[src/rtl/ram_16x4_if.sv]
// ---------------------------------------------------------------------------
// ram_16x4_if
//   Bus bundle between the CPU data path and the 16x4 data memory.
//   Signals:
//     write_en  master->slave  1 = write dataIN to mem[addr] on this edge
//     addr      master->slave  word address for read and write
//     dataIN    master->slave  write data
//     dataOut   slave->master  registered read data
//   Modports:
//     master  CPU side (drives address/data/write enable)
//     slave   memory side (drives read data)
// ---------------------------------------------------------------------------
interface ram_16x4_if #(
  parameter int DATA_W = 4,
  parameter int ADDR_W = 4
) ();
  logic              write_en;
  logic [ADDR_W-1:0] addr;
  logic [DATA_W-1:0] dataIN;
  logic [DATA_W-1:0] dataOut;

  modport master (output write_en, output addr, output dataIN, input dataOut);
  modport slave  (input write_en, input addr, input dataIN, output dataOut);
endinterface

[src/rtl/ram_16x4.sv]
// ---------------------------------------------------------------------------
// ram_16x4
//   Single-port synchronous data memory of the 4-bit computer: 16 words x 4
//   bits, write qualified by write_en, registered write-first read.
//   Ports:
//     clk    in   system clock, all state changes on rising edge
//     rst_n  in   synchronous active-low reset; clears every word and dataOut
//                 in a single edge, write_en ignored during reset
//     bus    slave modport of ram_16x4_if (write_en, addr, dataIN, dataOut)
// ---------------------------------------------------------------------------
module ram_16x4 #(
  parameter int DATA_W = 4,
  parameter int ADDR_W = 4
) (
  input  logic        clk,
  input  logic        rst_n,
  ram_16x4_if.slave   bus
);
  localparam int DEPTH = 2 ** ADDR_W;

  // Storage is a register array rather than block RAM: every word must clear
  // in one reset edge, which a RAM primitive cannot do.
  logic [DATA_W-1:0] mem_q [DEPTH];
  logic [DATA_W-1:0] mem_d [DEPTH];
  logic [DATA_W-1:0] dout_q;
  logic [DATA_W-1:0] dout_d;

  // Per-word next state: only the addressed word takes dataIN.
  generate
    for (genvar gi = 0; gi < DEPTH; gi++) begin : g_word
      assign mem_d[gi] = (bus.write_en && (bus.addr == ADDR_W'(gi)))
                         ? bus.dataIN : mem_q[gi];
    end
  endgenerate

  // Write-first: a write to the read address forwards the new data. With a
  // single address port the write always targets the read address.
  always_comb begin
    dout_d = mem_q[bus.addr];
    if (bus.write_en) begin
      dout_d = bus.dataIN;
    end
  end

  always_ff @(posedge clk) begin
    if (!rst_n) begin
      for (int i = 0; i < DEPTH; i++) begin
        mem_q[i] <= '0;
      end
      dout_q <= '0;
    end else begin
      for (int i = 0; i < DEPTH; i++) begin
        mem_q[i] <= mem_d[i];
      end
      dout_q <= dout_d;
    end
  end

  assign bus.dataOut = dout_q;
endmodule

[src/flat_wrapper.sv]
// flat-port wrapper written by rule: the top's interface ports become plain ports
module ram_16x4_flat 
#(
  parameter int DATA_W = 4,
  parameter int ADDR_W = 4
)
  (clk, rst_n, bus_write_en, bus_addr, bus_dataIN, bus_dataOut);
  ram_16x4_if #(.DATA_W(DATA_W), .ADDR_W(ADDR_W)) bus_i ();
  input  logic clk;
  input  logic rst_n;
  input wire logic [$bits(bus_i.write_en)-1:0] bus_write_en;
  input wire logic [$bits(bus_i.addr)-1:0] bus_addr;
  input wire logic [$bits(bus_i.dataIN)-1:0] bus_dataIN;
  output wire logic [$bits(bus_i.dataOut)-1:0] bus_dataOut;
  assign bus_i.write_en = bus_write_en;
  assign bus_i.addr = bus_addr;
  assign bus_i.dataIN = bus_dataIN;
  assign bus_dataOut = bus_i.dataOut;
  ram_16x4 #(.DATA_W(DATA_W), .ADDR_W(ADDR_W)) u_core (.clk(clk), .rst_n(rst_n), .bus(bus_i));
endmodule
[config.mk]
export PLATFORM = sky130hd
export DESIGN_NAME = ram_16x4_flat
export DESIGN_NICKNAME = d
export VERILOG_FILES = /design/src/rtl/ram_16x4_if.sv /design/src/rtl/ram_16x4.sv /design/src/flat_wrapper.sv
export SDC_FILE = /design/constraint.sdc
export NUM_CORES = 1
export LEC_CHECK = 0
export BUFFER_PORTS_ARGS = -buffer_cell sky130_fd_sc_hd__buf_4
export CAP_MARGIN = 10
export CORE_MARGIN = 2
export CORE_UTILIZATION = 60
export DETAILED_ROUTE_END_ITERATION = 10
export PLACE_DENSITY = 0.78
export SYNTH_ARGS = -nofsm -noshare
export SYNTH_HDL_FRONTEND = slang
export SYNTH_SLANG_ARGS = --single-unit
[constraint.sdc]
create_clock -name clk -period 2.2 [get_ports clk]
set_clock_uncertainty 0.2 [all_clocks]
set_input_delay 0.22 -clock clk [delete_from_list [all_inputs] [get_ports clk]]
set_output_delay 0.22 -clock clk [all_outputs]
set_load 0.01 [all_outputs]
# Yosys cells after proc, flatten, opt, wreduce, memory -nomap -nowiden
# Memories as Yosys holds them, arrays and structs flattened.
# Cells that the tools add are included.
# classes
n_reduce_logical	33
eq_ne	31
muxes	35
bitwise_logic	16
# op_table
op	count
$mux 4	33
$eq 4x4->1 const B	8
$reduce_and 2->1	16
$eq 4x3->1 const B	4
$logic_and 1x1->1	16
$ne 1x1->1 const B	16
$or 1x1->1	16
$eq 4x2->1 const B	2
$eq 4x1->1 const B	1
$logic_not 4->1	1
$mux 1	2
# totals
inputBits	11
n_memories	1
ff_bits	4
word_cells	117
output_inout_bits	4
ram_bits	64
# mem_list
memory	depth	word_bits	rd	rd_clocked_by_memory_dff	write_ports	line_no	rtl
u_core.mem_q	16	4	1	0	16	ram_16x4.sv:23	logic [DATA_W-1:0] mem_q [DEPTH];

# Logic depth before layout (Yosys ltp)
# depth
word_depth	5
ltp_mapped	6
depth_no_buf	4

# Worst setup path before layout
# Ideal clock, no wire load.
# synth_path
kind	input port to flip-flop
from	input bus_addr[0]
to	memory u_core.mem_q[14][0], enable pin
setup_slack_ns	0.463
path_stages	4
required_time_ns	1.639
path_buffers	2
setup_ns	0.361
arrival_time_ns	1.176
cell_sequence	buf_6 > buf_4 > or2b_2 > o21ai_0
# synth_rtl
element	line_no	rtl
start, declared	flat_wrapper.sv:12	input wire logic [$bits(bus_i.addr)-1:0] bus_addr;
end, declared	ram_16x4.sv:23	

==> out/qor.log <==
[sta] remaining max-slew budget at the tightest pin 55.6%
[clock_tree] clock tree from TritonCTS done
[final_layout] layout cell share with drive strength beyond 1 17.4%
[final_layout] highest-count cells in the layout ignoring fill and taps sky130_fd_sc_hd__edfxtp_1, sky130_fd_sc_hd__nor2_1, sky130_fd_sc_hd__nand2_1, sky130_fd_sc_hd__mux2i_1, sky130_fd_sc_hd__buf_4
[sta] fraction of the cycle the final worst path needs 72.0%
[sta] Setup violations, final 0
[setup_path] Critical Path Fanout Max 11
[synth] number of enable-type register cells in the synthesized netlist 64
[hold_path] class of the tightest hold or removal check in2reg
[setup_path] worst flop-to-flop path endpoint u_core.bus.dataOut[0]$_SDFF_PN0_
[sta] setup repair after global routing missed its margin no
[synth] most instantiated flip-flop cell in the synthesis netlist sky130_fd_sc_hd__edfxtp_1
[clock_tree] number of levels in the clock H-tree 3
[clock_tree] clock buffers created by TritonCTS 9
[synth] synth unique cells 30
[route] Antenna Nets Post-Route 0
[setup_path] critical path type in2reg
[sta] number of endpoints with negative hold slack in the final report 0
[clock_tree] clock root buffer sky130_fd_sc_hd__clkbuf_8
[grt] all-layer global routing usage 24.2%
[setup_path] depth of the worst register-to-register path 3
[grt] GR Overflow Total 0
[setup_path] Stages on worst setup path 4
[hold_path] hold path depth 3
[final_layout] fill count 349
[clock_tree] hold-fix buffer count after cts 2
[setup_path] data arrival at the endpoint of the critical path 1.34 ns
[setup_path] critical path, cell by cell buf_4 > inv_1 > nand3_1 > o21ai_0
[clock_tree] deepest clock path buffer count 2
[final_layout] number of nets in the final layout 259
[route] drc violations 0
[setup_path] Worst Path Buf+Inv 2
[synth] Syn. warnings 0
[placed_design] pre-CTS setup slack 0.284 ns
[grt] global-route wire length before repair 9290 um
[sta] highest clock rate 632 MHz
[power] worst ir drop on vdd 0.510 mV
[clock_tree] clock transition at the register clock pins on the worst setup and hold paths after CTS 0.07 ns
[setup_path] element type at the critical path start primary input
[synth] portion of the post-synthesis area used by sequential elements 66.3%
[synth] Synth area leaders sky130_fd_sc_hd__edfxtp_1, sky130_fd_sc_hd__mux2i_1, sky130_fd_sc_hd__nor2_1
[placed_design] routability congestion estimate from global placement 0.839
[setup_path] CP endpoint kind flop
[setup_path] crit-path max cell delay 0.56 ns
[flow_run] total of max-cap violations 0
[setup_path] required time at the endpoint of the critical path 1.96 ns
[setup_path] slack of the worst reg-to-reg path 0.73 ns
[route] total wire length 6150 um
[sta] minimum period implied by the final worst setup slack 1.58 ns
[setup_path] start of the worst register-to-register path u_core.mem_q[5][0]$_SDFFCE_PN0P_
[synth] Yosys top cell area share 63.7%
[sta] worst slew pin tran 0.658 ns
[sta] worst-case hold slack 0.0169 ns
[final_layout] commonest non-fill, non-tap cell in the layout sky130_fd_sc_hd__edfxtp_1
[synth] synthesized flop and latch total 68
[route] routed length per instance 19.2 um
[final_layout] number of antenna repair diodes 0
[synth] cell accounting for the most synthesized area sky130_fd_sc_hd__edfxtp_1
[floorplanning] number of placed I/O pins 15
[setup_path] cell type of the slowest stage on the worst timing path sky130_fd_sc_hd__o21ai_0
[setup_path] worst setup path end u_core.mem_q[10][0]$_DFFE_PP_
[clock_tree] clock latency at the later pin of the worst-skew pair 0.33 ns
[route] initial DRC count 237
[synth] netlist area before placement 3020 um^2
[synth] FFs w/ async S/R, synth 0%
[route] drt via density 6.04
[clock_tree] Num Clock Sinks 68
[setup_path] worst setup path start bus_addr[2]
[floorplanning] Initial Utilization 63.1%
[outcome] outcome complete, no violations
[power] power per unit of standard cell area 819 nW/um^2
[final_layout] Area Growth Syn to Fin 10.8%
[grt] via count of the first global-routing pass 1860
[route] DRT Pass-1 Iters 5
[sta] sum of negative setup slack 0 ns
[synth] Synth Instances 229
[power] leakage power 0.00124 uW
[placed_design] hpwl dp 4320 um
[grt] antenna violations before repair 0
[floorplanning] vertical die dimension 74.9 um
[clock_tree] post-CTS setup buffers 0
[floorplanning] Row Count 25
[sta] Worst Setup Slack, final 0.617 ns
[sta] final slew viol count 0
[synth] synthesized netlist net count 240
[synth] Avg Inst Size Synth 13.2 um^2
[setup_path] CP top delay family compound AO/OA/AOI/OAI gates
[route] number of vias after detailed routing 1934
[final_layout] final core utilization 69.9%
[placed_design] count of port buffers added during placement 14
[grt] pin count of the biggest net entering global routing 28
[floorplanning] core area 4790 um^2
[floorplanning] die width 74.9 um
[floorplanning] die area 5620 um^2
[clock_tree] # resized after CTS 0
[per-layer routing]
layer / routed length [um] / global-route usage (%)
met4: 197 / 15.3
met5: 0 / 0
met1: 2570 / 31.2
met2: 2900 / 37.5
met3: 478 / 4.95
[metrics by stage]
step	cells	power [uW]	cell area, um^2
3_5_place_dp	302	1810	3140
2_1_floorplan	229	1720	3020
3_3_place_gp	302	1800	3140
4_1_cts	320	2740	3340
6_report	320	2740	3340
5_1_grt	320	2810	3340
[power breakdown]
group	switching, uW	internal (uW)
registers	29.6	1510
logic	152	94.4
clock network	441	512
[sequential cells by signal, summed over array words and instances, names as in the netlist]
signal and flops:
u_core.mem_q 64, u_core.bus.dataOut 4
[layout make-up]
class / instances / area (um^2) / share of cell area [%]
sequential: 68 / 2000 / 59.9
multi-input combinational: 141 / 883 / 26.4
inverter: 6 / 22.5 / 0.673
clock buffer: 10 / 128 / 3.82
timing repair buffer: 22 / 170 / 5.09
clock inverter: 6 / 55.1 / 1.65
tap: 67 / 83.8 / 2.51
[worst min-delay path, delay by kind of cell]
| family | cells | cell delay, ns |
|---|---|---|
| compound gates | 2 | 0.20 |
| buf+inv | 1 | 0.09 |
[kinds of logic (layout without fill, tap and decap cells)]
kind of cell / after synthesis / count (layout) / share of synthesized area [%]
AOI/OAI and AO/OA: 34 / 34 / 6.80
buffers and inverters: 20 / 44 / 4.43
DFF: 68 / 68 / 66.3
muxes: 28 / 28 / 10.9
and+or+nand+nor: 79 / 79 / 11.5
[synthesized netlist by cell type (2+ instances only)]
master                     instances
sky130_fd_sc_hd__o22ai_1           4
sky130_fd_sc_hd__o21ai_1           4
sky130_fd_sc_hd__dfxtp_1           4
sky130_fd_sc_hd__o221ai_1          4
sky130_fd_sc_hd__mux2i_1          24
sky130_fd_sc_hd__clkbuf_1          6
sky130_fd_sc_hd__o21ai_0          10
sky130_fd_sc_hd__buf_6             4
sky130_fd_sc_hd__nand3_1           2
sky130_fd_sc_hd__buf_4             2
sky130_fd_sc_hd__nor3_2            2
sky130_fd_sc_hd__mux4_2            4
sky130_fd_sc_hd__edfxtp_1         64
sky130_fd_sc_hd__a21oi_1           8
sky130_fd_sc_hd__inv_1             5
sky130_fd_sc_hd__nand2_1          25
sky130_fd_sc_hd__nor2_1           41
sky130_fd_sc_hd__a221oi_1          4
[worst min-delay path by stage]
stage	from	to	slack, ns
after global placement	bus_dataIN[3]	u_core.bus.dataOut[3]$_SDFF_PN0_	0.32
after floorplan	bus_dataIN[0]	u_core.bus.dataOut[0]$_SDFF_PN0_	0.20
after detailed placement	bus_dataIN[0]	u_core.bus.dataOut[0]$_SDFF_PN0_	0.32
after global routing	bus_dataIN[1]	u_core.bus.dataOut[1]$_SDFF_PN0_	0.04
final	bus_dataIN[2]	u_core.bus.dataOut[2]$_SDFF_PN0_	0.02
after CTS	bus_dataIN[2]	u_core.bus.dataOut[2]$_SDFF_PN0_	0.007
Power figures use the tool's default switching activity.
